File: config.mk
export PLATFORM = sky130hd
export DESIGN_NAME = soft_reset_req
export DESIGN_NICKNAME = d
export VERILOG_FILES = /design/src/rtl/soft_reset_req.sv
export SDC_FILE = /design/constraint.sdc
export NUM_CORES = 1
export LEC_CHECK = 0
export BUFFER_PORTS_ARGS = -buffer_cell sky130_fd_sc_hd__buf_2
export CELL_PAD_IN_SITES_DETAIL_PLACEMENT = 0
export CELL_PAD_IN_SITES_GLOBAL_PLACEMENT = 1
export CORE_ASPECT_RATIO = 1.1
export CORE_MARGIN = 10
export CORE_UTILIZATION = 49
export CTS_BUF_LIST = sky130_fd_sc_hd__clkbuf_4 sky130_fd_sc_hd__clkbuf_8
export CTS_CLUSTER_SIZE = 16
export DETAILED_ROUTE_END_ITERATION = 8
export HOLD_SLACK_MARGIN = 0.08
export PLACE_DENSITY_LB_ADDON = 0.1
export SETUP_SLACK_MARGIN = 0.05
export SYNTH_ARGS = -nofsm -noshare
export SYNTH_HDL_FRONTEND = slang
export SYNTH_SLANG_ARGS = --single-unit
File: constraint.sdc
create_clock -name pclk -period 3.2 [get_ports pclk]
set_input_delay 0.48 -clock pclk [delete_from_list [all_inputs] [get_ports pclk]]
set_output_delay 0.48 -clock pclk [all_outputs]
set_load 0.05 [all_outputs]
File: src/rtl/soft_reset_req.sv
// soft_reset_req: initiator of the board reset chain. Turns a long press of
// the (bouncing) BTNC button, or a one-shot game-logic request, into exactly
// one clean active-low reset pulse. After each pulse there is a lockout
// window, and a held button does not auto-repeat.
//
// Ports:
//   pclk          system pixel clock, all logic on its rising edge
//   rst           synchronous active-high reset
//   btn_in        raw asynchronous pushbutton, active-high
//   soft_req      level request from game logic, held until soft_ack
//   soft_ack      one-cycle pulse: soft_req accepted
//   rst_req_n     active-low reset request to the reset chain
//   busy          high while in HOLD, ASSERT or LOCKOUT
//   hold_progress button hold progress 0..255 (0 outside HOLD)
`timescale 1ns/1ps

module soft_reset_req #(
    parameter int unsigned SYNC_STAGES     = 2,
    parameter int unsigned DEBOUNCE_CYCLES = 650000,
    parameter int unsigned HOLD_CYCLES     = 65000000,
    parameter int unsigned PULSE_CYCLES    = 16,
    parameter int unsigned LOCKOUT_CYCLES  = 6500000
) (
    input  logic       pclk,
    input  logic       rst,
    input  logic       btn_in,
    input  logic       soft_req,
    output logic       soft_ack,
    output logic       rst_req_n,
    output logic       busy,
    output logic [7:0] hold_progress
);

    localparam int unsigned DB_W    = (DEBOUNCE_CYCLES > 1) ? $clog2(DEBOUNCE_CYCLES) : 1;
    localparam int unsigned HOLD_W  = (HOLD_CYCLES > 1)     ? $clog2(HOLD_CYCLES)     : 1;
    localparam int unsigned PULSE_W = (PULSE_CYCLES > 1)    ? $clog2(PULSE_CYCLES)    : 1;
    localparam int unsigned LOCK_W  = (LOCKOUT_CYCLES > 1)  ? $clog2(LOCKOUT_CYCLES)  : 1;

    localparam logic [DB_W-1:0]    DB_LAST    = DB_W'(DEBOUNCE_CYCLES - 1);
    localparam logic [HOLD_W-1:0]  HOLD_LAST  = HOLD_W'(HOLD_CYCLES - 1);
    localparam logic [PULSE_W-1:0] PULSE_LAST = PULSE_W'(PULSE_CYCLES - 1);
    localparam logic [LOCK_W-1:0]  LOCK_LAST  = LOCK_W'(LOCKOUT_CYCLES - 1);
    localparam bit                 HOLD_POW2  = ((HOLD_CYCLES & (HOLD_CYCLES - 1)) == 0);

    typedef enum logic [1:0] {
        ST_IDLE    = 2'd0,
        ST_HOLD    = 2'd1,
        ST_ASSERT  = 2'd2,
        ST_LOCKOUT = 2'd3
    } state_t;

    // ------------------------------------------------------------------
    // Synchroniser and debounce
    // ------------------------------------------------------------------
    logic [SYNC_STAGES-1:0] sync_q;
    logic                   btn_sync;
    logic [DB_W-1:0]        db_cnt_q, db_cnt_d;
    logic                   db_level_q, db_level_d;

    assign btn_sync = sync_q[SYNC_STAGES-1];

    // Counter runs only while the synchronised input disagrees with the level.
    always_comb begin
        db_cnt_d   = db_cnt_q;
        db_level_d = db_level_q;
        if (btn_sync == db_level_q) begin
            db_cnt_d = '0;
        end else if (db_cnt_q == DB_LAST) begin
            db_level_d = ~db_level_q;
            db_cnt_d   = '0;
        end else begin
            db_cnt_d = db_cnt_q + DB_W'(1);
        end
    end

    always_ff @(posedge pclk) begin
        if (rst) begin
            sync_q     <= '0;
            db_cnt_q   <= '0;
            db_level_q <= 1'b0;
        end else begin
            sync_q     <= {sync_q[SYNC_STAGES-2:0], btn_in};
            db_cnt_q   <= db_cnt_d;
            db_level_q <= db_level_d;
        end
    end

    // ------------------------------------------------------------------
    // Request FSM
    // ------------------------------------------------------------------
    state_t               state_q, state_d;
    logic [HOLD_W-1:0]    hold_cnt_q, hold_cnt_d;
    logic [PULSE_W-1:0]   pulse_cnt_q, pulse_cnt_d;
    logic [LOCK_W-1:0]    lock_cnt_q, lock_cnt_d;
    logic                 soft_take;
    logic                 soft_ack_q, soft_ack_d;
    logic                 rst_req_n_q, rst_req_n_d;
    logic                 busy_q, busy_d;
    logic [7:0]           hold_progress_q, hold_progress_d;
    logic [7:0]           scaled_d;

    // State and counter register, plus the output registers.
    always_ff @(posedge pclk) begin
        if (rst) begin
            state_q         <= ST_IDLE;
            hold_cnt_q      <= '0;
            pulse_cnt_q     <= '0;
            lock_cnt_q      <= '0;
            soft_ack_q      <= 1'b0;
            rst_req_n_q     <= 1'b1;
            busy_q          <= 1'b0;
            hold_progress_q <= '0;
        end else begin
            state_q         <= state_d;
            hold_cnt_q      <= hold_cnt_d;
            pulse_cnt_q     <= pulse_cnt_d;
            lock_cnt_q      <= lock_cnt_d;
            soft_ack_q      <= soft_ack_d;
            rst_req_n_q     <= rst_req_n_d;
            busy_q          <= busy_d;
            hold_progress_q <= hold_progress_d;
        end
    end

    // Next state; soft_req outranks the button, counters saturate at their last value.
    always_comb begin
        state_d     = state_q;
        hold_cnt_d  = hold_cnt_q;
        pulse_cnt_d = pulse_cnt_q;
        lock_cnt_d  = lock_cnt_q;
        soft_take   = 1'b0;
        unique case (state_q)
            ST_IDLE: begin
                if (soft_req) begin
                    state_d     = ST_ASSERT;
                    pulse_cnt_d = '0;
                    soft_take   = 1'b1;
                end else if (db_level_q) begin
                    state_d    = ST_HOLD;
                    hold_cnt_d = '0;
                end
            end
            ST_HOLD: begin
                if (soft_req) begin
                    state_d     = ST_ASSERT;
                    pulse_cnt_d = '0;
                    soft_take   = 1'b1;
                end else if (!db_level_q) begin
                    state_d = ST_IDLE;
                end else if (hold_cnt_q == HOLD_LAST) begin
                    state_d     = ST_ASSERT;
                    pulse_cnt_d = '0;
                end else begin
                    hold_cnt_d = hold_cnt_q + HOLD_W'(1);
                end
            end
            ST_ASSERT: begin
                if (pulse_cnt_q == PULSE_LAST) begin
                    state_d    = ST_LOCKOUT;
                    lock_cnt_d = '0;
                end else begin
                    pulse_cnt_d = pulse_cnt_q + PULSE_W'(1);
                end
            end
            ST_LOCKOUT: begin
                // Held button keeps us here: no auto-repeat.
                if (lock_cnt_q == LOCK_LAST) begin
                    if (!db_level_q) begin
                        state_d = ST_IDLE;
                    end
                end else begin
                    lock_cnt_d = lock_cnt_q + LOCK_W'(1);
                end
            end
            default: state_d = ST_IDLE;
        endcase
    end

    // Hold progress scaling: plain shift for power-of-two holds, otherwise an
    // incremental floor(count*256/HOLD_CYCLES) tracker that avoids a divider.
    generate
        if (HOLD_POW2) begin : g_shift
            logic [HOLD_W+7:0] prod;
            always_comb begin
                prod     = {hold_cnt_d, 8'd0};
                scaled_d = 8'(prod >> HOLD_W);
            end
        end else begin : g_scaled
            localparam int unsigned     FR_W     = ((HOLD_W > 8) ? HOLD_W : 8) + 1;
            localparam logic [7:0]      STEP_INT = 8'(256 / HOLD_CYCLES);
            localparam logic [FR_W-1:0] STEP_REM = FR_W'(256 % HOLD_CYCLES);
            localparam logic [FR_W-1:0] HOLD_FR  = FR_W'(HOLD_CYCLES);

            logic [7:0]      prog_q, prog_d;
            logic [FR_W-1:0] frac_q, frac_d, frac_sum;

            // Staying in HOLD always means the hold count advanced by one.
            always_comb begin
                frac_sum = frac_q + STEP_REM;
                prog_d   = '0;
                frac_d   = '0;
                if (state_q == ST_HOLD && state_d == ST_HOLD) begin
                    if (frac_sum >= HOLD_FR) begin
                        frac_d = frac_sum - HOLD_FR;
                        prog_d = prog_q + STEP_INT + 8'd1;
                    end else begin
                        frac_d = frac_sum;
                        prog_d = prog_q + STEP_INT;
                    end
                end
            end

            always_ff @(posedge pclk) begin
                if (rst) begin
                    prog_q <= '0;
                    frac_q <= '0;
                end else begin
                    prog_q <= prog_d;
                    frac_q <= frac_d;
                end
            end

            assign scaled_d = prog_d;
        end
    endgenerate

    // Outputs: rst_req_n low the edge after ASSERT is entered, so the pulse
    // length equals the number of cycles spent in ASSERT.
    always_comb begin
        soft_ack_d      = soft_take;
        rst_req_n_d     = (state_q != ST_ASSERT);
        busy_d          = (state_d != ST_IDLE);
        hold_progress_d = 8'd0;
        if (state_d == ST_HOLD) begin
            hold_progress_d = (hold_cnt_d == HOLD_LAST) ? 8'hFF : scaled_d;
        end
    end

    assign soft_ack      = soft_ack_q;
    assign rst_req_n     = rst_req_n_q;
    assign busy          = busy_q;
    assign hold_progress = hold_progress_q;

endmodule

==> report_table.html, run 1 <==
<table>
<tr><th>Metric</th><th>Value</th></tr>
<tr><th colspan="2">Cells and area</th></tr>
<tr><td>Sequential cell area</td><td>around 0.0024 mm2</td></tr>
<tr><td>Number of inserted filler cells in the final layout</td><td>roughly 1.2k</td></tr>
<tr><td>Final instance count without filler cells</td><td>roughly 1.0k</td></tr>
<tr><td>Multi-input gate area</td><td>between 0.003 and 0.004 mm2</td></tr>
<tr><td>Total inserted antenna cells</td><td>0</td></tr>
<tr><td>Area growth from synthesis to final layout</td><td>16.5%</td></tr>
<tr><td>Final Net Count</td><td>between 800 and 900</td></tr>
<tr><td>Share of post-route cells with drive strength above 1</td><td>0.172</td></tr>
<tr><th colspan="2">Outcome</th></tr>
<tr><td>Outcome</td><td>complete, no violations</td></tr>
<tr><th colspan="2">Clock network</th></tr>
<tr><td>Number of levels the H-tree was split into</td><td>4</td></tr>
<tr><td>Largest buffer count on any clock path</td><td>2</td></tr>
<tr><td>Clk sinks</td><td>roughly 120</td></tr>
<tr><td>TritonCTS buffer count</td><td>17</td></tr>
<tr><td>Clock tree from TritonCTS</td><td>done</td></tr>
<tr><td>Clock input transition at the sequential cells of the worst setup and hold paths</td><td>around 0.07 ns</td></tr>
<tr><td>Buffer type at the clock tree root</td><td>sky130_fd_sc_hd__clkbuf_8</td></tr>
<tr><td>Later-pin clock latency in the skew report</td><td>around 0.44 ns</td></tr>
<tr><th colspan="2">STA</th></tr>
<tr><td>Final number of max-transition violations</td><td>0</td></tr>
<tr><td>Highest achievable clock rate</td><td>roughly 330 MHz</td></tr>
<tr><td>Final hold violation count</td><td>0</td></tr>
<tr><td>Worst Skew</td><td>between 0.005 and 0.006 ns</td></tr>
<tr><td>Number of endpoints failing setup at the final stage</td><td>0</td></tr>
<tr><td>Final worst-path cycle share</td><td>0.946</td></tr>
<tr><td>Max-Slew Margin vs Limit</td><td>0.546</td></tr>
<tr><td>Worst-margin pin slew</td><td>about 0.7 ns</td></tr>
<tr><td>Sum of negative setup slack</td><td>0 ns</td></tr>
<tr><td>Setup repair after global routing missed its margin</td><td>no</td></tr>
<tr><td>Crit path time final</td><td>~3 ns</td></tr>
<tr><th colspan="2">Hold path</th></tr>
<tr><td>Hold crit path type</td><td>in2reg</td></tr>
<tr><td>Number of cells on the worst hold path</td><td>2</td></tr>
<tr><td>Hold path start</td><td>btn_in</td></tr>
<tr><td>Worst hold path endpoint</td><td>sync_q[0]$_SDFF_PP0_</td></tr>
<tr><th colspan="2">Yosys</th></tr>
<tr><td>Syn Inst Count</td><td>801</td></tr>
<tr><td>Synthesized area divided by synthesized cell count</td><td>around 8.1 um2</td></tr>
<tr><td>Summed instance area of the synthesized netlist</td><td>approximately 0.0065 mm2</td></tr>
<tr><td>Count of flip-flops with a built-in enable after synthesis</td><td>0</td></tr>
<tr><td>Dominant cell type by area after synthesis</td><td>sky130_fd_sc_hd__dfxtp_1</td></tr>
<tr><td>Sequential area share after synthesis</td><td>0.365</td></tr>
<tr><td>Share of flip-flops with an asynchronous set or reset after synthesis</td><td>0</td></tr>
<tr><td>Ranking of synthesized cells by area</td><td>sky130_fd_sc_hd__dfxtp_1 (37%), sky130_fd_sc_hd__nor2_1 (7.0%), sky130_fd_sc_hd__xor2_1 (5.6%)</td></tr>
<tr><td>Post-Synthesis Net Count</td><td>~820</td></tr>
<tr><td>Number of synthesis warnings</td><td>0</td></tr>
<tr><td>Post-synth top flop</td><td>sky130_fd_sc_hd__dfxtp_1</td></tr>
<tr><td>Area share of the largest cell type after synthesis</td><td>0.365</td></tr>
<tr><td>Flops &amp; latches, synth</td><td>approximately 120</td></tr>
<tr><td>Number of distinct library cell variants in the gate-level netlist after synthesis</td><td>68</td></tr>
<tr><th colspan="2">Floorplanning</th></tr>
<tr><td>Die height</td><td>around 140 um</td></tr>
<tr><td>Die Footprint</td><td>0.0182 mm2</td></tr>
<tr><td>Initial cell density of the core</td><td>0.507</td></tr>
<tr><td>I/O pins</td><td>15</td></tr>
<tr><td>Count of standard-cell rows</td><td>43</td></tr>
<tr><td>Die outline width</td><td>between 100 and 150 um</td></tr>
<tr><td>Area of the core region</td><td>approximately 0.013 mm2</td></tr>
<tr><th colspan="2">Place</th></tr>
<tr><td>Port buffer count</td><td>14</td></tr>
<tr><td>Half-perimeter wire length after detailed placement</td><td>approximately 12000 um</td></tr>
<tr><td>Gp weighted congestion</td><td>approximately 0.94</td></tr>
<tr><td>Placed cell count</td><td>slightly below 1k</td></tr>
<tr><th colspan="2">Setup path</th></tr>
<tr><td>Beginning of the worst register-to-register path</td><td>hold_cnt_q[0]$_SDFF_PP0_</td></tr>
<tr><td>Start-to-end type of the worst setup path</td><td>reg2reg</td></tr>
<tr><td>Maximum fanout encountered on the critical timing path</td><td>8</td></tr>
<tr><td>Sort of element at the end of the critical path</td><td>register</td></tr>
<tr><td>Worst reg-to-reg setup slack</td><td>between 0.15 and 0.2 ns</td></tr>
<tr><td>Reg2reg end</td><td>hold_progress[1]$_SDFF_PP0_</td></tr>
<tr><td>Sort of element at the start of the critical path</td><td>register</td></tr>
<tr><td>Number of cells traversed by the worst register-to-register path</td><td>13</td></tr>
<tr><td>Worst EP arrival</td><td>between 3 and 4 ns</td></tr>
<tr><td>Required time of the worst setup path</td><td>about 3.6 ns</td></tr>
<tr><th colspan="2">GRT</th></tr>
<tr><td>Pin count of the biggest net entering global routing</td><td>31</td></tr>
<tr><td>Antenna violations before repair</td><td>0</td></tr>
<tr><td>Total congestion overflow</td><td>0</td></tr>
<tr><td>First-pass GRT wire length</td><td>roughly 27000 um</td></tr>
<tr><td>Total global-route track usage</td><td>0.181</td></tr>
<tr><td>Vias in the first global route</td><td>approximately 5.6k</td></tr>
<tr><th colspan="2">Pwr</th></tr>
<tr><td>Static leakage</td><td>0.00267 uW</td></tr>
<tr><td>Largest vdd supply drop</td><td>roughly 0.28 mV</td></tr>
<tr><td>Cell area power density</td><td>between 400 and 500 mW/mm2</td></tr>
<tr><th colspan="2">Detailed routing</th></tr>
<tr><td>Initial detailed-routing violation count</td><td>about 370</td></tr>
<tr><td>Sum of routed wire length over all layers</td><td>roughly 16000 um</td></tr>
<tr><td>Via Count</td><td>5949</td></tr>
<tr><td># DRC</td><td>0</td></tr>
<tr><td>Antenna Violating Nets Remaining</td><td>0</td></tr>
<tr><td>Number of iterations in the first detailed-routing pass</td><td>5</td></tr>
<tr><td>Vias/cell</td><td>5.79</td></tr>
<tr><td>Average detailed-routed wire length per instance</td><td>roughly 16 um</td></tr>
<tr><th colspan="2">Job</th></tr>
<tr><td>Max-capacitance violation count</td><td>0</td></tr>
</table>
-- sequential cells by signal, indices dropped and copies added, names as in the netlist --
signal           cells
busy                 1
db_cnt_q            20
db_level_q           1
g_scaled.frac_q     21
g_scaled.prog_q      8
hold_cnt_q          26
hold_progress        8
lock_cnt_q          23
pulse_cnt_q          4
rst_req_n            1
soft_ack             1
state_q              2
sync_q               2
-- how the worst max path moves through the flow --
stage                             startpoint  slack (ns)  cells past startpoint                        endpoint
3_3_place_gp        hold_cnt_q[6]$_SDFF_PP0_        0.08                     10     hold_progress[1]$_SDFF_PP0_
6_report            hold_cnt_q[0]$_SDFF_PP0_        0.17                     13     hold_progress[1]$_SDFF_PP0_
4_1_cts        g_scaled.frac_q[9]$_SDFF_PP0_         0.1                     11  g_scaled.frac_q[23]$_SDFF_PP0_
5_1_grt        g_scaled.frac_q[9]$_SDFF_PP0_        0.02                     11  g_scaled.frac_q[23]$_SDFF_PP0_
3_5_place_dp        hold_cnt_q[0]$_SDFF_PP0_        0.04                     10     hold_progress[1]$_SDFF_PP0_
2_1_floorplan  g_scaled.frac_q[9]$_SDFF_PP0_        0.39                     12  g_scaled.frac_q[24]$_SDFF_PP0_
-- critical path, stage by stage (launching register included) --
cell and delay, ns:
sky130_fd_sc_hd__dfxtp_1 0.32, sky130_fd_sc_hd__ha_1 0.25, sky130_fd_sc_hd__nand3_2 0.16, sky130_fd_sc_hd__nor4_1 0.06, sky130_fd_sc_hd__buf_4 0.15, sky130_fd_sc_hd__a31o_4 0.26, sky130_fd_sc_hd__buf_2 0.17, sky130_fd_sc_hd__buf_4 0.15
sky130_fd_sc_hd__nor3_4 0.21, sky130_fd_sc_hd__o22ai_1 0.16, sky130_fd_sc_hd__nor4b_2 0.23, sky130_fd_sc_hd__nand4b_1 0.13, sky130_fd_sc_hd__or4_4 0.58, sky130_fd_sc_hd__o21ai_0 0.11
-- stage by stage --
step / worst slack [ns] / instance area [um2] / total power [uW] / hold WS, ns / utilization
after CTS: 0.0966 / 7340 / 3060 / 0.256 / 0.576
after detailed placement: 0.0386 / 6880 / 1570 / 0.439 / 0.540
final: 0.174 / 7540 / 3020 / 0.273 / 0.591
after floorplan: 0.389 / 6470 / 1550 / 0.414 / -
after global placement: 0.0793 / 6880 / 1570 / 0.441 / 0.540
after global routing: 0.0158 / 7540 / 3140 / 0.282 / 0.591
-- power breakdown --
group | leakage [uW] | switching, uW | total [uW] | internal [uW]
clock | 0.000224 | 591 | 1490 | 899
combinational | 0.00150 | 39.4 | 53.7 | 14.4
sequential | 0.000954 | 6.48 | 1480 | 1480
total | 0.00267 | 637 | 3020 | 2390
-- Yosys cell counts, drive strengths merged (5+ instances only) --
library cell,instances
a211oi,5
a21oi,25
a31oi,13
and2,9
and3,23
and4,6
buf,15
clkbuf,20
dfxtp,118
ha,10
inv,17
mux2,6
mux2i,7
nand2,83
nand2b,6
nand3,50
nand4,39
nor2,120
nor2b,7
nor3,21
nor3b,7
nor4,16
nor4b,5
o2111ai,5
o211ai,7
o21a,5
o21ai,30
or3,9
xnor2,39
xor2,41
-- placed cells by master (no fill, tap or decap), types with 12 or more instances in the layout --
cell type	instances
sky130_fd_sc_hd__a21oi_1	22
sky130_fd_sc_hd__a31oi_1	12
sky130_fd_sc_hd__and3_1	21
sky130_fd_sc_hd__buf_2	15
sky130_fd_sc_hd__buf_4	57
sky130_fd_sc_hd__clkbuf_8	23
sky130_fd_sc_hd__dfxtp_1	114
sky130_fd_sc_hd__inv_1	17
sky130_fd_sc_hd__nand2_1	80
sky130_fd_sc_hd__nand3_1	48
sky130_fd_sc_hd__nand4_1	39
sky130_fd_sc_hd__nor2_1	119
sky130_fd_sc_hd__nor3_1	18
sky130_fd_sc_hd__o21ai_0	27
sky130_fd_sc_hd__xnor2_1	39
sky130_fd_sc_hd__xor2_1	41
-- what timing repair did --
item,CTS,global route
buffers inserted,0,13
resized for setup,3,24
pin swaps,0,10
hold buffers,0,0
setup endpoints to repair,1,34
-- per-layer routing --
layer | up-vias | wire length [um] | track usage
li1 | 2970 | - | -
met1 | 2801 | 7710 | 0.235
met2 | 155 | 7580 | 0.281
met3 | 23 | 870 | 0.0472
met4 | 0 | 261 | 0.0664
met5 | - | 0 | 0
-- cell type report --
type                       count  share of cell area
clock inverter                 7              0.0154
multi-input combinational    631               0.525
sequential                   118               0.314
clock buffer                  24              0.0430
inverter                      17             0.00847
timing repair buffer          73              0.0682
tap                          157              0.0261
-- cell families after synthesis --
logic type | Yosys count | synth area share
xor gates and xnor gates | 80 | 0.108
DFF | 118 | 0.365
muxes | 13 | 0.0213
buffers and inverters | 52 | 0.0408
AOI/OAI and AO/OA | 115 | 0.118
and+or+nand+nor | 413 | 0.327
adders and majority gates | 10 | 0.0193
Power figures use the tool's default switching activity.
==> run 2, diff against run 1 <==
- CORE_UTILIZATION: 49 -> 45
- clock period: 3.2 -> 2.6 ns (I/O delays scaled with it)
==> run 2 against run 1 <==
The run now ends with setup timing left. Register-to-register slack worse by 0.48 ns. Global-route usage is 0.69 points higher. Fmax is 4.2% higher. Sequential cell count stayed put. Worst hold slack worse by 0.099 ns. Routed wire length is 13% higher. Die area is 7.5% higher. Via count is 11% higher. Critical path depth is 3 lower. Design area is 21% higher. Non-clock buffer count is 130 higher. Worst setup slack worse by 0.48 ns. Largest cell class unchanged.
==> report_table.html, run 2 (same netlist as run 1, synthesis figures left out) <==
<table>
<tr><th>Metric</th><th>Value</th></tr>
<tr><th colspan="2">Place</th></tr>
<tr><td>Half-perimeter wire length after detailed placement</td><td>around 13000 um</td></tr>
<tr><td>Gp weighted congestion</td><td>between 0.9 and 1</td></tr>
<tr><td>Port buffer count</td><td>14</td></tr>
<tr><td>DP Area</td><td>0.00794 mm2</td></tr>
<tr><th colspan="2">STA</th></tr>
<tr><td>Worst-margin pin slew</td><td>approximately 0.7 ns</td></tr>
<tr><td>Max-Slew Margin vs Limit</td><td>0.531</td></tr>
<tr><td>Setup repair after global routing missed its margin</td><td>yes</td></tr>
<tr><td>Setup slack of the critical path after layout</td><td>-0.302 ns</td></tr>
<tr><td>Crit path time final</td><td>roughly 2.9 ns</td></tr>
<tr><td>Number of endpoints failing setup at the final stage</td><td>9</td></tr>
<tr><td>Final hold violation count</td><td>0</td></tr>
<tr><td>Worst Skew</td><td>roughly 0.013 ns</td></tr>
<tr><td>Final number of max-transition violations</td><td>0</td></tr>
<tr><td>Worst hold slack</td><td>approximately 0.17 ns</td></tr>
<tr><td>Final worst-path cycle share</td><td>1.12</td></tr>
<tr><td>Highest achievable clock rate</td><td>345 MHz</td></tr>
<tr><th colspan="2">Pwr</th></tr>
<tr><td>Static leakage</td><td>about 0.0034 uW</td></tr>
<tr><td>Largest vdd supply drop</td><td>0.345 mV</td></tr>
<tr><td>Cell area power density</td><td>379 mW/mm2</td></tr>
<tr><th colspan="2">Setup path</th></tr>
<tr><td>Series of cell instances along the critical path</td><td>or4b_4 -&gt; nor4_4 -&gt; buf_4 -&gt; a31o_4 -&gt; o211ai_1 -&gt; o31ai_2 -&gt; nor4b_2 -&gt; nand4b_1 -&gt; or4_4 -&gt; o21ai_1</td></tr>
<tr><td>Highest-delay cell along the critical path</td><td>sky130_fd_sc_hd__or4_4</td></tr>
<tr><td>Sort of element at the start of the critical path</td><td>register</td></tr>
<tr><td>Sort of element at the end of the critical path</td><td>register</td></tr>
<tr><td>Critical Path Max Stage Delay</td><td>0.57 ns</td></tr>
<tr><td>Required time of the worst setup path</td><td>between 2 and 3 ns</td></tr>
<tr><td>Worst EP arrival</td><td>3.27 ns</td></tr>
<tr><td>Start-to-end type of the worst setup path</td><td>reg2reg</td></tr>
<tr><td>Maximum fanout encountered on the critical timing path</td><td>8</td></tr>
<tr><th colspan="2">Cells and area</th></tr>
<tr><td>Final Net Count</td><td>1002</td></tr>
<tr><td>Commonest cells after routing, fill and taps aside</td><td>sky130_fd_sc_hd__buf_4 (173), sky130_fd_sc_hd__nor2_1 (117), sky130_fd_sc_hd__dfxtp_1 (109)</td></tr>
<tr><td>Area growth from synthesis to final layout</td><td>40.7%</td></tr>
<tr><td>Max FFs per register</td><td>26</td></tr>
<tr><td>Final std cell area, no fill</td><td>0.00910 mm2</td></tr>
<tr><td>Most common library cell in the layout ignoring fill and taps</td><td>sky130_fd_sc_hd__buf_4</td></tr>
<tr><td>Total inserted antenna cells</td><td>0</td></tr>
<tr><td>Largest registers ranked by flip-flop count</td><td>hold_cnt_q x26, lock_cnt_q x23, g_scaled.frac_q x21</td></tr>
<tr><td>Share of post-route cells with drive strength above 1</td><td>0.358</td></tr>
<tr><td>Number of inserted filler cells in the final layout</td><td>~1.2k</td></tr>
<tr><td>Register name with the most flops</td><td>hold_cnt_q</td></tr>
<tr><th colspan="2">Clock network</th></tr>
<tr><td>Number of levels the H-tree was split into</td><td>4</td></tr>
<tr><td>Buffer type at the clock tree root</td><td>sky130_fd_sc_hd__clkbuf_8</td></tr>
<tr><td>Clock tree from TritonCTS</td><td>done</td></tr>
<tr><td>Clock input transition at the sequential cells of the worst setup and hold paths</td><td>0.07 ns</td></tr>
<tr><td>TritonCTS buffer count</td><td>17</td></tr>
<tr><td>Largest buffer count on any clock path</td><td>2</td></tr>
<tr><td>Clk sinks</td><td>between 100 and 150</td></tr>
<tr><td>Later-pin clock latency in the skew report</td><td>around 0.44 ns</td></tr>
<tr><th colspan="2">GRT</th></tr>
<tr><td>Total congestion overflow</td><td>0</td></tr>
<tr><td>First-pass GRT wire length</td><td>31000 um</td></tr>
<tr><td>Pin count of the biggest net entering global routing</td><td>31</td></tr>
<tr><td>Total global-route track usage</td><td>0.188</td></tr>
<tr><td>Antenna violations before repair</td><td>0</td></tr>
<tr><td>Vias in the first global route</td><td>around 6.5k</td></tr>
<tr><th colspan="2">Floorplanning</th></tr>
<tr><td>Die height</td><td>146 um</td></tr>
<tr><td>Count of standard-cell rows</td><td>45</td></tr>
<tr><td>Area of the core region</td><td>around 0.014 mm2</td></tr>
<tr><td>Die Footprint</td><td>a little under 0.02 mm2</td></tr>
<tr><td>I/O pins</td><td>15</td></tr>
<tr><td>Initial cell density of the core</td><td>0.463</td></tr>
<tr><td>Die outline width</td><td>134 um</td></tr>
<tr><th colspan="2">Outcome</th></tr>
<tr><td>Outcome</td><td>complete, but fails checks</td></tr>
<tr><td>Violated checks</td><td>setup timing</td></tr>
<tr><th colspan="2">Job</th></tr>
<tr><td>Max-capacitance violation count</td><td>0</td></tr>
<tr><th colspan="2">Detailed routing</th></tr>
<tr><td># DRC</td><td>0</td></tr>
<tr><td>Number of iterations in the first detailed-routing pass</td><td>5</td></tr>
<tr><td>Initial detailed-routing violation count</td><td>around 530</td></tr>
<tr><td>Average detailed-routed wire length per instance</td><td>around 16 um</td></tr>
<tr><td>Sum of routed wire length over all layers</td><td>18600 um</td></tr>
<tr><td>Via Count</td><td>6621</td></tr>
<tr><td>Vias/cell</td><td>~5.6</td></tr>
<tr><td>Antenna Violating Nets Remaining</td><td>0</td></tr>
<tr><th colspan="2">Hold path</th></tr>
<tr><td>Hold crit path type</td><td>in2reg</td></tr>
</table>
[run 2: cell count changes in the layout (fill, tap and decap cells not counted), moves of 7 or more]
cell                      before  now
sky130_fd_sc_hd__buf_4        57  173
sky130_fd_sc_hd__buf_6         1   13
sky130_fd_sc_hd__o21ai_0      27   12
sky130_fd_sc_hd__o21ai_1       3   10
sky130_fd_sc_hd__o21ai_2       0    7
[run 2: critical path, delay by kind of cell (launching register included)]
family / cells / cell delay [ns]
AO/OA/AOI/OAI: 4 / 0.50
buffers and inverters: 1 / 0.17
flip-flops: 1 / 0.31
AND/OR/NAND/NOR: 5 / 1.84
[run 2: layer usage]
metal | vias up | track usage | part of all wire | routed length [um]
met5 | - | 0 | 0 | 0
met2 | 180 | 0.319 | 0.50 | 9330
met3 | 41 | 0.0397 | 0.043 | 807
li1 | 3234 | - | - | -
met4 | 0 | 0.0692 | 0.021 | 391
met1 | 3166 | 0.226 | 0.43 | 8070
[run 2: final timing paths]
check / from / to / slack (ns) / depth (start not counted)
setup / recovery: hold_cnt_q[6]$_SDFF_PP0_ / hold_progress[6]$_SDFF_PP0_ / -0.30 / 10
hold / removal: btn_in / sync_q[0]$_SDFF_PP0_ / 0.17 / 2
setup reg to reg: hold_cnt_q[6]$_SDFF_PP0_ / hold_progress[6]$_SDFF_PP0_ / -0.30 / 10
hold reg to reg: sync_q[0]$_SDFF_PP0_ / sync_q[1]$_SDFF_PP0_ / 0.44 / 1
[run 2: report_power, final]
part | internal (uW) | leakage [uW] | switching, uW | total (uW)
Combinational | 25.3 | 0.00224 | 52.5 | 77.8
Clock | 783 | 0.000188 | 768 | 1550
Sequential | 1810 | 0.000957 | 5.90 | 1820
[run 2: per-stage QoR]
| step | TNS, ns | setup WS (ns) | std cells | power [uW] | utilization |
|---|---|---|---|---|---|
| floorplan | -0.832 | -0.107 | 801 | 1910 | - |
| global placement | -5.23 | -0.405 | 1134 | 1930 | 0.569 |
| detailed placement | -5.39 | -0.482 | 1134 | 1930 | 0.569 |
| CTS | -3.27 | -0.345 | 1179 | 3480 | 0.627 |
| global route | -5.77 | -0.461 | 1188 | 3580 | 0.652 |
| finish | -2.39 | -0.302 | 1188 | 3450 | 0.652 |
[run 2: cell type report]
| cell class | instances | area (um2) | area share |
|---|---|---|---|
| clock inverter | 11 | 103 | 0.0113 |
| inverter | 17 | 63.8 | 0.00701 |
| clock buffer | 20 | 256 | 0.0282 |
| tap | 188 | 235 | 0.0259 |
| multi-input combinational | 631 | 4500 | 0.494 |
| sequential | 118 | 2380 | 0.261 |
| timing repair buffer | 203 | 1570 | 0.172 |
[run 2: repair_timing]
action / 4_1_cts / 5_1_grt
pin swaps: 66 / 51
resized for setup: 86 / 51
setup buffers: 15 / 10
endpoints found under the setup margin: 35 / 54
hold buffers: 0 / 0
